<file path="src/rtl/picorv32_axi_mmio_console_if.sv">
`default_nettype none
// +--------------------------------------------------------------------------+
// | picorv32_axi_mmio_console_if : AXI4-lite bus bundle for the MMIO window  |
// | Rev 1.0                                                                  |
// +--------------------------------------------------------------------------+
interface picorv32_axi_mmio_console_if;
  logic        awvalid;
  logic        awready;
  logic [31:0] awaddr;
  logic        wvalid;
  logic        wready;
  logic [31:0] wdata;
  logic [3:0]  wstrb;
  logic        bvalid;
  logic        bready;
  logic [1:0]  bresp;
  logic        arvalid;
  logic        arready;
  logic [31:0] araddr;
  logic        rvalid;
  logic        rready;
  logic [31:0] rdata;
  logic [1:0]  rresp;

  modport master (
    output awvalid, awaddr, wvalid, wdata, wstrb, bready, arvalid, araddr, rready,
    input  awready, wready, bvalid, bresp, arready, rvalid, rdata, rresp
  );

  modport slave (
    input  awvalid, awaddr, wvalid, wdata, wstrb, bready, arvalid, araddr, rready,
    output awready, wready, bvalid, bresp, arready, rvalid, rdata, rresp
  );
endinterface
`default_nettype wire

</file>
<file path="src/rtl/picorv32_axi_mmio_console.sv">
`default_nettype none
// +--------------------------------------------------------------------------+
// | picorv32_axi_mmio_console : AXI4-lite MMIO slave with console byte FIFO  |
// | and sticky pass/fail status flags.                            Rev 1.0    |
// +--------------------------------------------------------------------------+
module picorv32_axi_mmio_console #(
  parameter logic [31:0] CONSOLE_ADDR = 32'h1000_0000,
  parameter logic [31:0] STATUS_ADDR  = 32'h2000_0000,
  parameter logic [31:0] PASS_MAGIC   = 32'd123456789,
  parameter int          FIFO_AW      = 3
) (
  input  wire logic                        sys_clk,
  input  wire logic                        sys_rst,
  picorv32_axi_mmio_console_if.slave       mem_axi,
  output logic                             console_valid,
  input  wire logic                        console_ready,
  output logic [7:0]                       console_data,
  output logic                             tests_passed,
  output logic                             tests_failed
);

  localparam int unsigned        c_depth       = 1 << FIFO_AW;
  localparam logic [FIFO_AW:0]   c_depth_cnt   = (FIFO_AW+1)'(c_depth);
  localparam logic [1:0]         c_resp_okay   = 2'b00;
  localparam logic [1:0]         c_resp_slverr = 2'b10;

  localparam logic [1:0] W_COLLECT = 2'd0;
  localparam logic [1:0] W_EXEC    = 2'd1;
  localparam logic [1:0] W_RESP    = 2'd2;
  localparam logic [0:0] R_IDLE    = 1'b0;
  localparam logic [0:0] R_RESP    = 1'b1;

  logic [1:0]         r_wstate;
  logic               r_aw_latched;
  logic               r_w_latched;
  logic [31:0]        r_awaddr;
  logic [31:0]        r_wdata;
  logic [3:0]         r_wstrb;
  logic               r_bvalid;
  logic [1:0]         r_bresp;
  logic               r_passed;
  logic               r_failed;
  logic [0:0]         r_rstate;
  logic [31:0]        r_rdata;
  logic [1:0]         r_rresp;
  logic [7:0]         r_fifo [c_depth];
  logic [FIFO_AW-1:0] r_wr_ptr;
  logic [FIFO_AW-1:0] r_rd_ptr;
  logic [FIFO_AW:0]   r_count;

  logic w_aw_hs;
  logic w_w_hs;
  logic w_is_console;
  logic w_is_status;
  logic w_console_byte;
  logic w_fifo_full;
  logic w_push;
  logic w_pop;
  logic w_exec_stall;

  assign w_aw_hs        = mem_axi.awvalid && mem_axi.awready;
  assign w_w_hs         = mem_axi.wvalid && mem_axi.wready;
  assign w_is_console   = (r_awaddr == CONSOLE_ADDR);
  assign w_is_status    = (r_awaddr == STATUS_ADDR);
  assign w_console_byte = (r_wstate == W_EXEC) && w_is_console && r_wstrb[0];
  // Fullness ignores a simultaneous pop: a pop never makes room in the same cycle.
  assign w_fifo_full    = (r_count == c_depth_cnt);
  assign w_push         = w_console_byte && !w_fifo_full;
  assign w_exec_stall   = w_console_byte && w_fifo_full;
  assign w_pop          = console_valid && console_ready;

  assign mem_axi.awready = (r_wstate == W_COLLECT) && !r_aw_latched;
  assign mem_axi.wready  = (r_wstate == W_COLLECT) && !r_w_latched;
  assign mem_axi.bvalid  = r_bvalid;
  assign mem_axi.bresp   = r_bresp;
  assign mem_axi.arready = (r_rstate == R_IDLE);
  assign mem_axi.rvalid  = (r_rstate == R_RESP);
  assign mem_axi.rdata   = r_rdata;
  assign mem_axi.rresp   = r_rresp;

  assign console_valid = (r_count != '0);
  assign console_data  = r_fifo[r_rd_ptr];
  assign tests_passed  = r_passed;
  assign tests_failed  = r_failed;

  always_ff @(posedge sys_clk) begin
    if (sys_rst) begin
      r_wstate     <= W_COLLECT;
      r_aw_latched <= 1'b0;
      r_w_latched  <= 1'b0;
      r_awaddr     <= '0;
      r_wdata      <= '0;
      r_wstrb      <= '0;
      r_bvalid     <= 1'b0;
      r_bresp      <= c_resp_okay;
      r_passed     <= 1'b0;
      r_failed     <= 1'b0;
    end else begin
      case (r_wstate)
        W_COLLECT: begin
          if (w_aw_hs) r_awaddr <= mem_axi.awaddr;
          if (w_w_hs) begin
            r_wdata <= mem_axi.wdata;
            r_wstrb <= mem_axi.wstrb;
          end
          // Enter execute as soon as both halves are held, whichever arrived last.
          if ((r_aw_latched || w_aw_hs) && (r_w_latched || w_w_hs)) begin
            r_wstate     <= W_EXEC;
            r_aw_latched <= 1'b0;
            r_w_latched  <= 1'b0;
          end else begin
            r_aw_latched <= r_aw_latched || w_aw_hs;
            r_w_latched  <= r_w_latched || w_w_hs;
          end
        end
        W_EXEC: begin
          if (!w_exec_stall) begin
            r_bvalid <= 1'b1;
            r_wstate <= W_RESP;
            r_bresp  <= (w_is_console || w_is_status) ? c_resp_okay : c_resp_slverr;
            if (w_is_status && (r_wstrb == 4'hF)) begin
              if (r_wdata == PASS_MAGIC) r_passed <= 1'b1;
              else                       r_failed <= 1'b1;
            end
          end
        end
        W_RESP: begin
          if (mem_axi.bready) begin
            r_bvalid <= 1'b0;
            r_wstate <= W_COLLECT;
          end
        end
        default: r_wstate <= W_COLLECT;
      endcase
    end
  end

  always_ff @(posedge sys_clk) begin
    if (sys_rst) begin
      r_rstate <= R_IDLE;
      r_rdata  <= '0;
      r_rresp  <= c_resp_okay;
    end else if (r_rstate == R_IDLE) begin
      if (mem_axi.arvalid) begin
        r_rstate <= R_RESP;
        if (mem_axi.araddr == STATUS_ADDR) begin
          r_rdata <= {30'b0, r_failed, r_passed};
          r_rresp <= c_resp_okay;
        end else if (mem_axi.araddr == CONSOLE_ADDR) begin
          r_rdata <= 32'(r_count);
          r_rresp <= c_resp_okay;
        end else begin
          r_rdata <= '0;
          r_rresp <= c_resp_slverr;
        end
      end
    end else if (mem_axi.rready) begin
      r_rstate <= R_IDLE;
    end
  end

  always_ff @(posedge sys_clk) begin
    if (sys_rst) begin
      r_wr_ptr <= '0;
      r_rd_ptr <= '0;
      r_count  <= '0;
    end else begin
      if (w_push) r_wr_ptr <= r_wr_ptr + FIFO_AW'(1);
      if (w_pop)  r_rd_ptr <= r_rd_ptr + FIFO_AW'(1);
      case ({w_push, w_pop})
        2'b10:   r_count <= r_count + (FIFO_AW+1)'(1);
        2'b01:   r_count <= r_count - (FIFO_AW+1)'(1);
        default: r_count <= r_count;
      endcase
    end
  end

  always_ff @(posedge sys_clk) begin
    if (w_push) r_fifo[r_wr_ptr] <= r_wdata[7:0];
  end

endmodule
`default_nettype wire

</file>
<file path="src/flat_wrapper.sv">
// flat-port wrapper written by rule: the top's interface ports become plain ports
module picorv32_axi_mmio_console_flat 
#(
  parameter logic [31:0] CONSOLE_ADDR = 32'h1000_0000,
  parameter logic [31:0] STATUS_ADDR  = 32'h2000_0000,
  parameter logic [31:0] PASS_MAGIC   = 32'd123456789,
  parameter int          FIFO_AW      = 3
)
  (sys_clk, sys_rst, console_valid, console_ready, console_data, tests_passed, tests_failed, mem_axi_awvalid, mem_axi_awaddr, mem_axi_wvalid, mem_axi_wdata, mem_axi_wstrb, mem_axi_bready, mem_axi_arvalid, mem_axi_araddr, mem_axi_rready, mem_axi_awready, mem_axi_wready, mem_axi_bvalid, mem_axi_bresp, mem_axi_arready, mem_axi_rvalid, mem_axi_rdata, mem_axi_rresp);
  picorv32_axi_mmio_console_if mem_axi_i ();
  input  wire logic sys_clk;
  input  wire logic sys_rst;
  output logic console_valid;
  input  wire logic console_ready;
  output logic [7:0] console_data;
  output logic tests_passed;
  output logic tests_failed;
  input wire logic [$bits(mem_axi_i.awvalid)-1:0] mem_axi_awvalid;
  input wire logic [$bits(mem_axi_i.awaddr)-1:0] mem_axi_awaddr;
  input wire logic [$bits(mem_axi_i.wvalid)-1:0] mem_axi_wvalid;
  input wire logic [$bits(mem_axi_i.wdata)-1:0] mem_axi_wdata;
  input wire logic [$bits(mem_axi_i.wstrb)-1:0] mem_axi_wstrb;
  input wire logic [$bits(mem_axi_i.bready)-1:0] mem_axi_bready;
  input wire logic [$bits(mem_axi_i.arvalid)-1:0] mem_axi_arvalid;
  input wire logic [$bits(mem_axi_i.araddr)-1:0] mem_axi_araddr;
  input wire logic [$bits(mem_axi_i.rready)-1:0] mem_axi_rready;
  output wire logic [$bits(mem_axi_i.awready)-1:0] mem_axi_awready;
  output wire logic [$bits(mem_axi_i.wready)-1:0] mem_axi_wready;
  output wire logic [$bits(mem_axi_i.bvalid)-1:0] mem_axi_bvalid;
  output wire logic [$bits(mem_axi_i.bresp)-1:0] mem_axi_bresp;
  output wire logic [$bits(mem_axi_i.arready)-1:0] mem_axi_arready;
  output wire logic [$bits(mem_axi_i.rvalid)-1:0] mem_axi_rvalid;
  output wire logic [$bits(mem_axi_i.rdata)-1:0] mem_axi_rdata;
  output wire logic [$bits(mem_axi_i.rresp)-1:0] mem_axi_rresp;
  assign mem_axi_i.awvalid = mem_axi_awvalid;
  assign mem_axi_i.awaddr = mem_axi_awaddr;
  assign mem_axi_i.wvalid = mem_axi_wvalid;
  assign mem_axi_i.wdata = mem_axi_wdata;
  assign mem_axi_i.wstrb = mem_axi_wstrb;
  assign mem_axi_i.bready = mem_axi_bready;
  assign mem_axi_i.arvalid = mem_axi_arvalid;
  assign mem_axi_i.araddr = mem_axi_araddr;
  assign mem_axi_i.rready = mem_axi_rready;
  assign mem_axi_awready = mem_axi_i.awready;
  assign mem_axi_wready = mem_axi_i.wready;
  assign mem_axi_bvalid = mem_axi_i.bvalid;
  assign mem_axi_bresp = mem_axi_i.bresp;
  assign mem_axi_arready = mem_axi_i.arready;
  assign mem_axi_rvalid = mem_axi_i.rvalid;
  assign mem_axi_rdata = mem_axi_i.rdata;
  assign mem_axi_rresp = mem_axi_i.rresp;
  picorv32_axi_mmio_console #(.CONSOLE_ADDR(CONSOLE_ADDR), .STATUS_ADDR(STATUS_ADDR), .PASS_MAGIC(PASS_MAGIC), .FIFO_AW(FIFO_AW)) u_core (.sys_clk(sys_clk), .sys_rst(sys_rst), .mem_axi(mem_axi_i), .console_valid(console_valid), .console_ready(console_ready), .console_data(console_data), .tests_passed(tests_passed), .tests_failed(tests_failed));
endmodule
</file>
<file path="config.mk">
export PLATFORM = sky130hd
export DESIGN_NAME = picorv32_axi_mmio_console_flat
export DESIGN_NICKNAME = d
export VERILOG_FILES = /design/src/rtl/picorv32_axi_mmio_console_if.sv /design/src/rtl/picorv32_axi_mmio_console.sv /design/src/flat_wrapper.sv
export SDC_FILE = /design/constraint.sdc
export NUM_CORES = 1
export LEC_CHECK = 0
export CAP_MARGIN = 40
export CORE_ASPECT_RATIO = 0.75
export CORE_MARGIN = 5
export CORE_UTILIZATION = 55
export CTS_BUF_LIST = sky130_fd_sc_hd__clkbuf_4
export DETAILED_ROUTE_END_ITERATION = 8
export PLACE_DENSITY = 0.87
export SYNTH_ARGS = -nofsm -noshare
export SYNTH_HDL_FRONTEND = slang
export SYNTH_SLANG_ARGS = --single-unit
</file>
<file path="constraint.sdc">
create_clock -name sys_clk -period 4.2 [get_ports sys_clk]
set_clock_uncertainty 0.15 [all_clocks]
set_input_delay 0.84 -clock sys_clk [delete_from_list [all_inputs] [get_ports sys_clk]]
set_output_delay 0.84 -clock sys_clk [all_outputs]
set_load 0.02 [all_outputs]
</file>
Word level (Yosys, flattened, before mapping). Memories as Yosys holds them, arrays and structs flattened. A register that Yosys moved wholly into a read port is not among the register bits. Index checks and enable logic that the tools add are counted.

Register bits after elaboration: 122. RAM bits: 64. Memories kept: 1. Output and inout bits: 52. Bits of input ports: 108.

Add/sub/neg operators: 4. Reduce and logical (&&, ||, !) cells: 29. Bitwise gates (word level): 3. Eq/ne operators: 14. Muxes and demuxes: 22.

Memories: u_core.r_fifo (words 8, bits a word 8, read ports 1, clocked after memory_dff 1, wr ports 1, RTL line picorv32_axi_mmio_console.sv:46) `logic [7:0] r_fifo [c_depth];`.

Operator list (number): $eq A32 B29 Y1 const B (2); $eq A32 B30 Y1 const B (2); $eq A32 B27 Y1 const B (1); $mux W32 (1); $mux W2 (6); $logic_and A1 B1 Y1 (11); $mux W1 (9); $eq A4 B4 Y1 const B (2); $pmux W4 S2 (1); $reduce_and A2 Y1 (4); $reduce_and A4 Y1 (2); $add A3 B1 Y3 const B (2); $mux W3 (2); $ne A2 B2 Y1 const B (3); $pmux W2 S3 (1); $reduce_and A3 Y1 (2); $add A4 B1 Y4 const B (1); $eq A2 B1 Y1 const B (2); $eq A2 B2 Y1 const B (2); $mux W4 (1); $reduce_bool A2 Y1 (2); $reduce_bool A4 Y1 (1); $sub A4 B1 Y4 const B (1); $logic_not A1 Y1 (3); other kinds (4) (8).

Depth between registers and ports, before layout.
Depth after elaboration: 7. Mapped depth: 12. Mapped depth without buffers: 10.

Worst setup path before layout. No wires, ideal clock.

Path kind: register to register. From: register u_core.r_count[1]. To: register u_core.r_count[2]. Path buffers: 2. Clock period less this slack: 2.696 ns. Setup time: 0.070 ns. Data required time: 3.980 ns. Path slack: 1.504 ns. Data arrival time: 2.475 ns. Stages on the path, launching flop included: 13. Path through: dfxtp_1 > buf_6 > or4b_4 > and3_4 > nand3_2 > buf_6 > ha_1 > xor2_1 > ha_1 > a21oi_1 > xor2_1 > or3_1 > a21oi_1.

Word-level cells in the longest chain between the ends: 5. Elaborated cells on any way between the ends: 11.

Ends and longest elaborated chain: start, declared (RTL line picorv32_axi_mmio_console.sv:49) `logic [FIFO_AW:0] r_count;`; start signal, assigned (RTL line picorv32_axi_mmio_console.sv:171) `2'b10: r_count <= r_count + (FIFO_AW+1)'(1);`; start signal, assigned (RTL line picorv32_axi_mmio_console.sv:172) `2'b01: r_count <= r_count - (FIFO_AW+1)'(1);`; start signal, assigned (RTL line picorv32_axi_mmio_console.sv:173) `default: r_count <= r_count;`; $eq A4 B4 Y1 (RTL line picorv32_axi_mmio_console.sv:67) `assign w_fifo_full = (r_count == c_depth_cnt);`; $logic_not A1 Y1 (RTL line picorv32_axi_mmio_console.sv:68) `assign w_push = w_console_byte && !w_fifo_full;`; $logic_and A1 B1 Y1 (RTL line picorv32_axi_mmio_console.sv:68); $eq A2 B1 Y1 or $eq A2 B2 Y1 (tied branches) (RTL line picorv32_axi_mmio_console.sv:170) `case ({w_push, w_pop})`; $pmux W4 S2 or $reduce_bool A2 Y1 (tied branches).

Several ways; a longest one is shown, not always the timed one. A chain may end at the register's enable or synchronous reset.

==> results by group <==
STA
  – Hold WS: 313 ps
  – Setup TNS: 0 ps
  – Max Slew Vio Count: 0
  – Final setup fails: 0
  – Final worst-path cycle share: 0.855
  – Final Hold Vio Count: 0
  – RSZ-0062 raised after global routing: false
  – Slew headroom: 0.474
  – Final Critical Period: 3590 ps
  – Fmax: 279 MHz
  – Worst slew pin tran: 786 ps

Power and ir drop
  – Worst VDD drop: 0.201 mV
  – Leak: 2.88 nW
  – PD cells: roughly 360 mW/mm2

Layout
  – Finished Core Util: 0.704
  – # diodes: 0
  – Design area: 0.00824 mm2
  – Syn-to-layout area delta: 24.5%
  – Fin nets: approximately 850
  – Share of cells above drive strength 1: 0.114

Die
  – Die footprint: 0.0143 mm2
  – Die height: 105 um
  – Initial Utilization: 0.566
  – Die width: 137 um
  – Io pins: 160
  – Rows: 34
  – Core area: 0.0117 mm2

Setup path
  – Reg-to-reg startpoint: u_core.r_wstate[0]
  – Worst Reg-to-Reg Cells: 10
  – Required time of the worst setup path: approximately 3200 ps
  – Worst setup EP type: output port
  – Setup crit start kind: flip-flop
  – CP max FO: 16
  – Worst EP arrival: 2600 ps
  – Kind of critical path: flip-flop to output port
  – R2R setup slack: 1100 ps
  – RR Endpoint: u_core.r_count[2]

Synthesis
  – Synth Instances: 612
  – Synth Cell Area: 0.00662 mm2
  – Synth top area share: 0.290
  – FF+latch count, synth: roughly 160
  – Post-synth EDFFs: 64
  – Largest area contributor in the netlist: edfxtp_1
  – Most frequent cell after synthesis: nand2_1
  – Synth area leaders: edfxtp_1, dfxtp_1, nand2_1
  – Post-synth top cells: nand2_1, dfxtp_1, a21oi_1, edfxtp_1, buf_4
  – Yosys synthesis warning count: 0
  – Library cells used by synthesis: 52
  – Mapped Avg Cell Area: 10.8 um2
  – Synth async-reset ratio: 0
  – Post-synthesis sequential area ratio: 0.578
  – Post-synth top flop: dfxtp_1

CTS
  – CTS tree: built
  – Buffers inserted by post-CTS timing repair: 0
  – CTS H-tree lvls: 4
  – CTS clock-pin slew for the worst setup and hold paths: 140 ps
  – Latest clock arrival within the worst-skew pair: 540 ps
  – Sink Count: 159
  – # resized after CTS: 0
  – Clock root cell: clkbuf_4
  – Num CTS Buffers: 17
  – Post-CTS Hold Fix Bufs: 0
  – Clock buffer depth: 2

Global route
  – Total track usage: 0.213
  – Vias in the first global route: 4958
  – Initial antenna violation count: 0
  – First-pass GRT wire length: 24100 um
  – Largest net degree at the start of global routing: 52
  – Total grt overflow: 0

Drt
  – DR iter-0 viols: 296
  – Met1 WL: 6040 um
  – DR WL met2: 7560 um
  – Final wirelength: 14900 um
  – Vias per cell: 5.39
  – Vias: 4939
  – DR WL met3: 1110 um
  – Top Metal Used: met4
  – Per-cell routed wire length: 16.3 um
  – DRC: 0
  – Antenna Nets Post-Route: 0
  – Detailed Routing Iterations Pass 1: 5

Worst hold path
  – Min-Delay Path Class: flip-flop to flip-flop
  – Worst Hold End: u_core.r_wdata[22]
  – Cells on Worst Hold Path: 2
  – Min-Delay Startpoint: u_core.r_wdata[22]

Place
  – HPWL Detailed: 11100 um
  – Post-DP Area: 0.00796 mm2
  – Placer Congestion: approximately 0.84
  – PortBufs: 129

Outcome
  – Run status: finished clean

Run
  – Max-cap violation count: 0
==> critical path: stages (launching register included) <==
cell and delay (ps):
dfxtp_1 820, mux4_2 410, mux2_2 290, clkdlybuf4s50_1 540
==> per-layer routing <==
layer  global-route usage  vias to the layer above
met5                    0                        -
met4               0.0597                        0
met3               0.0581                       20
met2                0.359                      182
met1                0.270                     2342
li1                     -                     2395
==> per-stage QoR <==
| step | std cells | setup WS, ps | total power, W |
|---|---|---|---|
| global route | 916 | 451 | 0.00313 |
| global placement | 881 | 1150 | 0.00211 |
| floorplan | 641 | 1500 | 0.00198 |
| detailed placement | 884 | 980 | 0.00214 |
| CTS | 916 | 563 | 0.00300 |
| finish | 916 | 610 | 0.00298 |
==> where the power goes <==
group | internal, W | switching [W] | total, W
Sequential | 0.00167 | 0.0000556 | 0.00173
Clock | 0.000319 | 0.000562 | 0.000881
Combinational | 0.000181 | 0.000197 | 0.000377
Total | 0.00217 | 0.000814 | 0.00298
==> cells in the final DEF (no fill, tap or decap), types with 3 or more instances in the layout <==
| cell type | count |
|---|---|
| nand2_1 | 147 |
| clkdlybuf4s50_1 | 128 |
| dfxtp_1 | 95 |
| a21oi_1 | 81 |
| edfxtp_1 | 64 |
| conb_1 | 30 |
| clkbuf_4 | 18 |
| nor4_1 | 17 |
| nor2_1 | 17 |
| mux4_2 | 16 |
| buf_4 | 14 |
| nor3_1 | 11 |
| mux2_2 | 10 |
| nand4_1 | 8 |
| inv_6 | 7 |
| nor2b_1 | 6 |
| nor4b_1 | 6 |
| or3_1 | 6 |
| nand2b_1 | 5 |
| ha_1 | 5 |
| xor2_1 | 4 |
| nor4bb_1 | 4 |
| and4_1 | 3 |
| inv_1 | 3 |
| a22oi_1 | 3 |
| o21a_1 | 3 |
| mux2i_1 | 3 |
| clkinvlp_4 | 3 |
==> logic make-up after synthesis <==
logic type                 after synthesis  synth area share
buffers and inverters                   66            0.0597
other                                    1          0.000567
muxes                                   29            0.0760
xor gates and xnor gates                 5           0.00662
and+or+nand+nor                        247             0.186
AOI/OAI and AO/OA                      100            0.0838
adders and majority gates                5           0.00945
DFF                                    159             0.578
==> registers in the layout (all words and copies together) (netlist names), named ones only <==
register	cells
u_core.r_fifo	64
u_core.r_aw_latched	1
u_core.tests_passed	1
u_core.mem_axi.bresp	1
u_core.r_count	4
u_core.tests_failed	1
u_core.r_wr_ptr	3
u_core.mem_axi.bvalid	1
u_core.r_awaddr	32
u_core.r_wdata	32
u_core.r_rd_ptr	3
u_core.r_wstrb	4
u_core.r_wstate	2
u_core.mem_axi.rresp	1
u_core.r_w_latched	1
u_core.mem_axi.rdata	4
u_core.mem_axi.rvalid	1
==> cell type report <==
cell class	count	area, um2
multi-input cells	416	2520
inverters	3	11.3
clock inverters	14	143
flip-flops and latches	159	3820
well taps	162	203
repair buffers	144	1410
fillers	805	3460
clock buffers	18	135
==> worst max-delay path by stage <==
stage                 startpoint                 to  cells after the start
3_5_place_dp       console_ready  u_core.r_count[2]                      9
3_3_place_gp       console_ready  u_core.r_count[2]                      9
4_1_cts                flip-flop    console_data[1]                      3
2_1_floorplan  u_core.r_count[1]  u_core.r_count[2]                     12
5_1_grt                flip-flop    console_data[1]                      3
6_report               flip-flop    console_data[1]                      3
No activity file was read; power rests on OpenSTA's default activity.
